## src/rtl/paralelo_serial_param.sv

```systemverilog
// Parameterised MSB-first parallel-to-serial converter with idle-word filler.
// Define PS_UNDERRUN_EN to add the sticky underrun_out flag.
module paralelo_serial_param #(
    parameter int               WIDTH     = 8,
    parameter logic [WIDTH-1:0] IDLE_WORD = WIDTH'(8'hBC)
) (
    input  logic             clk_32f,
    input  logic             reset,
    input  logic             active,
    input  logic [WIDTH-1:0] data_in,
    input  logic             valid_in,
    output logic             ready_out,
    output logic             data_out,
    output logic             idle_out
`ifdef PS_UNDERRUN_EN
    ,
    output logic             underrun_out
`endif
);

    localparam int             CW   = (WIDTH > 1) ? $clog2(WIDTH) : 1;
    localparam logic [CW-1:0]  LAST = CW'(WIDTH - 1);

    typedef enum logic {S_IDLE, S_ACTIVE} state_t;

    state_t           state, state_nxt;
    logic [WIDTH-1:0] shift, shift_nxt;
    logic [CW-1:0]    cnt, cnt_nxt;
    logic             idle_nxt;
    logic             boundary;

    assign boundary  = (cnt == LAST);
    assign ready_out = boundary && active;
    assign data_out  = shift[WIDTH-1];

    always_ff @(posedge clk_32f or posedge reset) begin
        if (reset) begin
            state    <= S_IDLE;
            shift    <= '0;
            cnt      <= LAST;
            idle_out <= 1'b1;
        end else begin
            state    <= state_nxt;
            shift    <= shift_nxt;
            cnt      <= cnt_nxt;
            idle_out <= idle_nxt;
        end
    end

    // active/valid_in only matter on the boundary cycle; mid-word just shifts
    always_comb begin
        state_nxt = state;
        shift_nxt = shift << 1;
        cnt_nxt   = cnt + 1'b1;
        idle_nxt  = idle_out;
        if (boundary) begin
            cnt_nxt = '0;
            if (active && valid_in) begin
                shift_nxt = data_in;
                idle_nxt  = 1'b0;
                state_nxt = S_ACTIVE;
            end else begin
                shift_nxt = IDLE_WORD;
                idle_nxt  = 1'b1;
                state_nxt = active ? S_ACTIVE : S_IDLE;
            end
        end
    end

`ifdef PS_UNDERRUN_EN
    always_ff @(posedge clk_32f or posedge reset) begin
        if (reset)
            underrun_out <= 1'b0;
        else if (boundary && (state == S_ACTIVE) && active && !valid_in)
            underrun_out <= 1'b1;
    end
`endif

endmodule

```

## config.mk

```make
export PLATFORM = sky130hd
export DESIGN_NAME = paralelo_serial_param
export DESIGN_NICKNAME = d
export VERILOG_FILES = /design/src/rtl/paralelo_serial_param.sv
export SDC_FILE = /design/constraint.sdc
export NUM_CORES = 1
export LEC_CHECK = 0
export BUFFER_PORTS_ARGS = -buffer_cell sky130_fd_sc_hd__buf_2
export CAP_MARGIN = 25
export CORE_AREA = 2 2 39 41
export DETAILED_ROUTE_END_ITERATION = 8
export DIE_AREA = 0 0 41 43
export HOLD_SLACK_MARGIN = 0.08
export RECOVER_POWER = 100
export SKIP_LAST_GASP = 1
export SLEW_MARGIN = 5
export SYNTH_ARGS = -nofsm -noshare
export SYNTH_HDL_FRONTEND = slang
export SYNTH_SLANG_ARGS = --single-unit
```

## constraint.sdc

```tcl
create_clock -name clk_32f -period 2.1 [get_ports clk_32f]
set_clock_uncertainty 0.05 [all_clocks]
set_input_delay 0.42 -clock clk_32f [delete_from_list [all_inputs] [get_ports clk_32f]]
set_output_delay 0.42 -clock clk_32f [all_outputs]
set_load 0.01 [all_outputs]
```

==> impl_results.rst, run 1 <==
.. list-table::
   :header-rows: 1

   * - Metric
     - Value
   * - Outcome
     - complete, no violations
   * - Via count
     - 341
   * - Post-CTS setup repair buffer count
     - 0
   * - Unrepaired setup endpoints after global routing
     - false
   * - Fraction of synthesized cell area in xor and xnor cells
     - 0%
   * - Slowest library cell on the worst path
     - sky130_fd_sc_hd__dfstp_2
   * - Class of the tightest hold or removal check
     - in -> async
   * - Nets@finish
     - 76
   * - Wire length per cell
     - 10.55 um
   * - Type of the worst setup path
     - reg -> out
   * - Number of gates resized after cts
     - 0
   * - TritonRoute pass-1 iters
     - 2
   * - Register clock-pin slew on the reported worst setup and hold paths
     - 0.07 ns
   * - Met3 Use GR
     - 4.712%
   * - Total number of clock tree sinks
     - 12
   * - Layout cells sized above 1
     - 31.15%
   * - Longest Clk Path Bufs
     - 2
   * - Area share of and/or/nand/nor cells after synthesis
     - 12.09%
   * - Total Routing Usage GR
     - 12.89%
   * - Root Buffer Master
     - sky130_fd_sc_hd__clkbuf_4
   * - Cell area after synthesis
     - 496.7 um2
   * - CP Max Fanout
     - 2
   * - Final Critical Period
     - 1.859 ns
   * - ANT nets after route
     - 0
   * - Final wirelength
     - 812 um
   * - R2R Setup Slk
     - 0.34 ns
   * - Worst supply voltage drop on vdd
     - 349.7 uV
   * - Count of mapped cells out of synthesis
     - 45
   * - Worst slew pin tran
     - 0.6240 ns
   * - Wire length of the first global-routing pass
     - 1407 um
   * - Mux contribution to synthesized area
     - 0%
   * - Die extent in y
     - 43 um
   * - Number of max-slew violations in the final report
     - 0
   * - Post-Synthesis Net Count
     - 59
   * - Length in cells of the worst reg-to-reg path
     - 4
   * - Worst path cell trace
     - ha_1 -> ha_1 -> and2_0 -> clkbuf_1
   * - DRC marker count from the first detailed-route iteration
     - 4
   * - Max H-tree Level
     - 1
   * - Routability cong.
     - 0.6879
   * - Number of design rule violations left after detail routing
     - 0
   * - Antenna violations before repair
     - 0
   * - CTS tree
     - yes
   * - Worst reg2reg path startpoint
     - cnt[0]
   * - Most frequent cell on the critical path
     - sky130_fd_sc_hd__ha_1
   * - Critical path required time
     - 1.63 ns
   * - Highest Clock Rate
     - 538.1 MHz
   * - Crit share post-route
     - 88.50%
   * - Arrival time of the worst setup path
     - 1.39 ns
   * - HPWL reported at the end of detailed placement
     - 614.8 um
   * - Total of max-cap violations
     - 0
   * - Die footprint
     - 1763 um2
   * - Pwr per Cell Area
     - 704.2 nW/um2
   * - Post-Route Setup TNS
     - 0 ns
   * - Number of top-level design ports
     - 15
   * - Leakage dissipation
     - 0.3019 nW
   * - Max transition margin
     - 58.40%
   * - Fraction of met1 tracks used by global routing
     - 13.67%
   * - Hold Vio Cnt, Final
     - 0
   * - Dominant combinational cell family by area after synthesis
     - simple AND/OR/NAND/NOR gates
   * - Finish-stage setup viols
     - 0
   * - Number of buffers created by CTS
     - 3
   * - Number of placement rows
     - 14
   * - Number of global-route vias before repair
     - 349
   * - Launching element type of the critical path
     - flip-flop
   * - Global-route met2 utilization
     - 18.44%
   * - Synth Warn #
     - 0
   * - Average via count per standard cell
     - 4.429
   * - Mean cell area of the mapped netlist
     - 11.04 um2
   * - Sequential fraction of the synthesis area
     - 61.46%
   * - Maximum number of pins on one net before global-route repair
     - 18
   * - Clock latency reported for the late side of the worst-skew pair
     - 0.27 ns
   * - Number of distinct library cell variants in the gate-level netlist after synthesis
     - 14
   * - Port bufs
     - 14
   * - Critical path endpoint category
     - output port
   * - Total inserted antenna cells
     - 0
   * - Total global routing overflow
     - 0
   * - Area of the core
     - 1384 um2
   * - Die width
     - 41 um
   * - Starting density of the core
     - 35.90%
   * - Flop and latch count out of synthesis
     - 12
   * - Post-cts hold buffer count
     - 0
   * - Peak per-stage delay on the critical path
     - 0.53 ns
   * - Tightest hold margin
     - 0.08797 ns
   * - Area grow syn2layout
     - 17.38%
   * - Busiest layer in global routing
     - met2
   * - Adder-cell area share of the yosys netlist
     - 5.038%
   * - FF-to-FF End
     - shift[1]
   * - Fraction of the mapped netlist area in compound gates
     - 9.320%
==> state kept, by name (all words and copies together) (netlist names) <==
| register | flops |
|---|---|
| idle_out | 1 |
| cnt | 3 |
| shift | 8 |
==> worst max-delay path, delay by kind of cell (launching register included) <==
family | cells | cell delay (ns)
adders and majority gates | 2 | 0.31
buffers and inverters | 1 | 0.15
DFF | 1 | 0.53
and+or+nand+nor | 1 | 0.14
==> stage by stage <==
stage / util (%) / setup slack, ns / total power [mW] / cells / area (um2)
floorplan: - / 0.5577 / 0.2589 / 45 / 496.7
finish: 42.13 / 0.2415 / 0.4106 / 77 / 583.1
global placement: 40.78 / 0.5911 / 0.2725 / 73 / 564.3
global route: 42.13 / 0.09169 / 0.4393 / 77 / 583.1
detailed placement: 40.78 / 0.5582 / 0.2729 / 73 / 564.3
CTS: 42.68 / 0.2578 / 0.4243 / 77 / 590.6
==> how the worst max path moves through the flow <==
stage           start         to  slack [ns]  depth (start not counted)
2_1_floorplan  cnt[0]  ready_out        0.56                          4
3_3_place_gp   cnt[0]  ready_out        0.59                          4
3_5_place_dp   cnt[0]  ready_out        0.56                          4
4_1_cts        cnt[0]  ready_out        0.26                          4
5_1_grt        cnt[0]  ready_out        0.09                          4
6_report       cnt[0]  ready_out        0.24                          4
==> cell type report <==
type                            count  area (um2)
Timing Repair Buffer               15       70.07
Tap cell                           16       20.02
Clock buffer                        4       26.28
Multi-Input combinational cell     22       131.4
Fill cell                         146       800.8
Inverter                            8       30.03
Sequential cell                    12       305.3
==> layout by cell type, fill, tap and decap left out, drive strengths merged <==
cell type,count
a21oi,1
a31oi,5
and2,2
and3,1
buf,11
clkbuf,8
dfrtp,8
dfstp,4
ha,2
inv,8
nand4,2
nor2,7
o21ai,2
==> power by group <==
part	internal, mW	switching (mW)	leakage (nW)
clock network	0.0734	0.0700	0.0150
registers	0.238	0.00180	0.135
logic	0.0124	0.0150	0.152
total	0.324	0.0868	0.302
==> synthesized netlist by cell type (all sizes together) <==
cell type	number	area, um2
inv	8	30.03
nand4	2	12.51
dfstp	4	105.1
dfrtp	8	200.2
a31oi	5	31.28
ha	2	25.02
o21ai	2	10.01
and2	2	15.02
nor2	7	26.28
and3	1	6.260
a21oi	1	5.000
buf	3	30.03
==> kinds of logic (layout without fill, tap and decap cells) <==
| kind of cell | count (synthesis) | in the layout |
|---|---|---|
| AND/OR/NAND/NOR | 12 | 12 |
| adder cells (fa/ha/maj) | 2 | 2 |
| buffers and inverters | 11 | 27 |
| AO/OA/AOI/OAI | 8 | 8 |
| flip-flops | 12 | 12 |
==> metal layers <==
metal  vias up  share of wire [%]
li1        178                  -
met1       154                 44
met2         7                 48
met3         2                5.2
met4         0                2.3
met5         -                  0
No activity file was read; power rests on OpenSTA's default activity.
==> run 2: changes to the inputs <==
==> constraint.sdc (replaced) <==
create_clock -name clk_32f -period 2.1 [get_ports clk_32f]
set_clock_uncertainty 0.05 [all_clocks]
set_input_delay 0.315 -clock clk_32f [delete_from_list [all_inputs] [get_ports clk_32f]]
set_output_delay 0.315 -clock clk_32f [all_outputs]
set_load 0.01 [all_outputs]
==> run 2 against run 1 <==
Total power increased by 0.65%. Maximum frequency grew 7.1%. Critical path depth unchanged. Sequential share of layout area shrank 0.88 points. Clock power hardly changed. Combinational power increased by 6%. Global-route usage about the same. Critical path type unchanged. Largest power group unchanged.
==> impl_results.rst, run 2 (synthesis results as in run 1) <==
.. list-table::
   :header-rows: 1

   * - Metric
     - Value
   * - Total global routing overflow
     - 0 (unchanged)
   * - Total placed cells including tap cells
     - 73 (unchanged)
   * - HPWL reported at the end of detailed placement
     - 613.7 um (was 614.8 um)
   * - TritonRoute pass-1 iters
     - 3 (was 2)
   * - Number of buffers created by CTS
     - 3 (unchanged)
   * - Beginning of the critical path
     - cnt[0] (unchanged)
   * - Wire length of the first global-routing pass
     - 1400 um (was 1407 um)
   * - Psw
     - 88.25 uW (was 86.81 uW)
   * - Final Critical Period
     - 1.736 ns (was 1.859 ns)
   * - Root Buffer Master
     - sky130_fd_sc_hd__clkbuf_4 (unchanged)
   * - Area grow syn2layout
     - 19.40% (was 17.38%)
   * - Outcome
     - complete, no violations (unchanged)
   * - Longest Clk Path Bufs
     - 2 (unchanged)
   * - Number of top-level design ports
     - 15 (unchanged)
   * - Die footprint
     - 1763 um2 (unchanged)
   * - Length in cells of the worst reg-to-reg path
     - 4 (unchanged)
   * - Number of global-route vias before repair
     - 351 (was 349)
   * - Power Total
     - 413.2 uW (was 410.6 uW)
   * - Starting density of the core
     - 35.90% (unchanged)
   * - Antenna violations before repair
     - 0 (unchanged)
   * - Fin cells
     - 78 (was 77)
   * - Wire length per cell
     - 10.56 um (was 10.55 um)
   * - Max transition margin
     - 58.44% (was 58.40%)
   * - Post-placement cell area
     - 564.3 um2 (unchanged)
   * - Proportion of total power due to net switching
     - 21.36% (was 21.14%)
   * - Sequential fraction of design power
     - 58.0% (was 58.4%)
   * - Total number of clock tree sinks
     - 12 (unchanged)
   * - Worst slew pin tran
     - 0.6234 ns (was 0.6240 ns)
   * - Type of the worst setup path
     - reg -> out (unchanged)
   * - Total Routing Usage GR
     - 12.91% (was 12.89%)
   * - CP Max Fanout
     - 2 (unchanged)
   * - Dpl ws
     - 0.6777 ns (was 0.5582 ns)
   * - ANT nets after route
     - 0 (unchanged)
   * - Launching element type of the critical path
     - flip-flop (unchanged)
   * - Total of max-cap violations
     - 0 (unchanged)
   * - Area of the core
     - 1384 um2 (unchanged)
   * - Post-Route Setup TNS
     - 0 ns (unchanged)
   * - Max H-tree Level
     - 1 (unchanged)
   * - DRC marker count from the first detailed-route iteration
     - 3 (was 4)
   * - Worst reg2reg path startpoint
     - cnt[0] (unchanged)
   * - Internal power of the cells
     - 325.0 uW (was 323.8 uW)
   * - FF-to-FF End
     - shift[1] (unchanged)
   * - Maximum number of pins on one net before global-route repair
     - 18 (unchanged)
   * - Number of design rule violations left after detail routing
     - 0 (unchanged)
   * - Number of max-slew violations in the final report
     - 0 (unchanged)
   * - Die width
     - 41 um (unchanged)
   * - Hold Vio Cnt, Final
     - 0 (unchanged)
   * - Worst supply voltage drop on vdd
     - 294.1 uV (was 349.7 uV)
   * - Final wirelength
     - 824 um (was 812 um)
   * - Average via count per standard cell
     - 4.538 (was 4.429)
   * - Part of the total power dissipated in combinational logic
     - 7.0% (was 6.7%)
   * - Post-layout worst setup margin
     - 0.3642 ns (was 0.2415 ns)
   * - Routability cong.
     - 0.6882 (was 0.6879)
   * - R2R Setup Slk
     - 0.38 ns (was 0.34 ns)
   * - Most common cell after layout, fill and taps aside
     - sky130_fd_sc_hd__buf_2 (unchanged)
   * - CTS tree
     - yes (unchanged)
   * - Critical Path Sink
     - ready_out (unchanged)
   * - Port bufs
     - 14 (unchanged)
   * - Largest registers
     - shift: 8 flops, cnt: 3 flops, idle_out: 1 flops (unchanged)
   * - Clock Power Share
     - 35.0% (was 34.9%)
   * - Die extent in y
     - 43 um (unchanged)
   * - Nets@finish
     - 77 (was 76)
   * - Leakage dissipation
     - 0.3060 nW (was 0.3019 nW)
   * - Critical path endpoint category
     - output port (unchanged)
   * - Via count
     - 354 (was 341)
   * - Total inserted antenna cells
     - 0 (unchanged)
   * - Crit share post-route
     - 82.66% (was 88.50%)
   * - Arrival time of the worst setup path
     - 1.37 ns (was 1.39 ns)
   * - Register with the most flip-flops
     - shift (unchanged)
   * - Number of placement rows
     - 14 (unchanged)
   * - Critical path required time
     - 1.74 ns (was 1.63 ns)
   * - Highest Clock Rate
     - 576.1 MHz (was 538.1 MHz)
   * - Finish-stage setup viols
     - 0 (unchanged)
   * - Unrepaired setup endpoints after global routing
     - false (unchanged)
   * - Pwr per Cell Area
     - 696.8 nW/um2 (was 704.2 nW/um2)
   * - Flip-flop count of the largest register after layout
     - 8 (unchanged)
   * - Layout cells sized above 1
     - 30.65% (was 31.15%)
   * - Post-route cell area
     - 593.1 um2 (was 583.1 um2)
   * - Class of the tightest hold or removal check
     - in -> reg (was in -> async)
   * - Clock latency reported for the late side of the worst-skew pair
     - 0.27 ns (about the same)
   * - Register clock-pin slew on the reported worst setup and hold paths
     - 0.07 ns (about the same)
   * - Most used cells in the layout excluding fill and tap cells
     - sky130_fd_sc_hd__buf_2 (11), sky130_fd_sc_hd__inv_1 (8), sky130_fd_sc_hd__dfrtp_1 (8) (unchanged)
## run 2: how the worst min path moves through the flow
stage	from	end	slack, ns	depth (start not counted)
after global placement	reset	shift[7]	0.28	2
after floorplan	reset	shift[0]	0.13	1
after CTS	data_in[7]	shift[7]	0.23	3
final	data_in[7]	shift[7]	0.24	3
after detailed placement	reset	shift[7]	0.30	2
after global routing	data_in[5]	shift[5]	0.22	3
## run 2: cell type report
| cell class | count | area (um2) |
|---|---|---|
| sequential | 12 | 305.3 |
| multi-input combinational | 22 | 131.4 |
| timing repair buffer | 16 | 80.08 |
| inverter | 8 | 30.03 |
| tap | 16 | 20.02 |
| fill | 137 | 790.8 |
| clock buffer | 4 | 26.28 |
## run 2: power groups by stage
stage | clock network, mW | logic (mW) | registers [mW]
after floorplan | 0 | 0.0143 | 0.245
after global placement | 0 | 0.0286 | 0.244
after detailed placement | 0 | 0.0290 | 0.244
after CTS | 0.156 | 0.0305 | 0.240
after global routing | 0.170 | 0.0339 | 0.241
final | 0.144 | 0.0290 | 0.240
## run 2: worst max-delay path: stages, from the launching register on
cell                       delay, ns
sky130_fd_sc_hd__dfstp_2        0.53
sky130_fd_sc_hd__ha_1           0.14
sky130_fd_sc_hd__ha_1           0.14
sky130_fd_sc_hd__and2_0         0.14
sky130_fd_sc_hd__clkbuf_1       0.15
## run 2: metrics by stage
step | utilization [%] | hold slack [ns]
global placement | 40.78 | 0.2838
finish | 42.86 | 0.2395
global route | 42.86 | 0.2236
detailed placement | 40.78 | 0.2977
floorplan | - | 0.1268
CTS | 43.40 | 0.2266
## run 2: repair_timing
item | 4_1_cts | 5_1_grt
buffers inserted | 0 | 0
hold endpoints to repair | 8 | 0
hold buffers | 1 | 0
setup endpoints to repair | 0 | 0
gates resized for setup | 0 | 0
## run 2: metal layers
layer,routed length (um),GRT usage [%],share of wire (%),up-vias
li1,-,-,-,180
met3,44,4.712,5.3,2
met2,417,20.00,51,7
met1,343,12.04,42,165
met5,0,0,0,-
met4,19,12.00,2.3,0
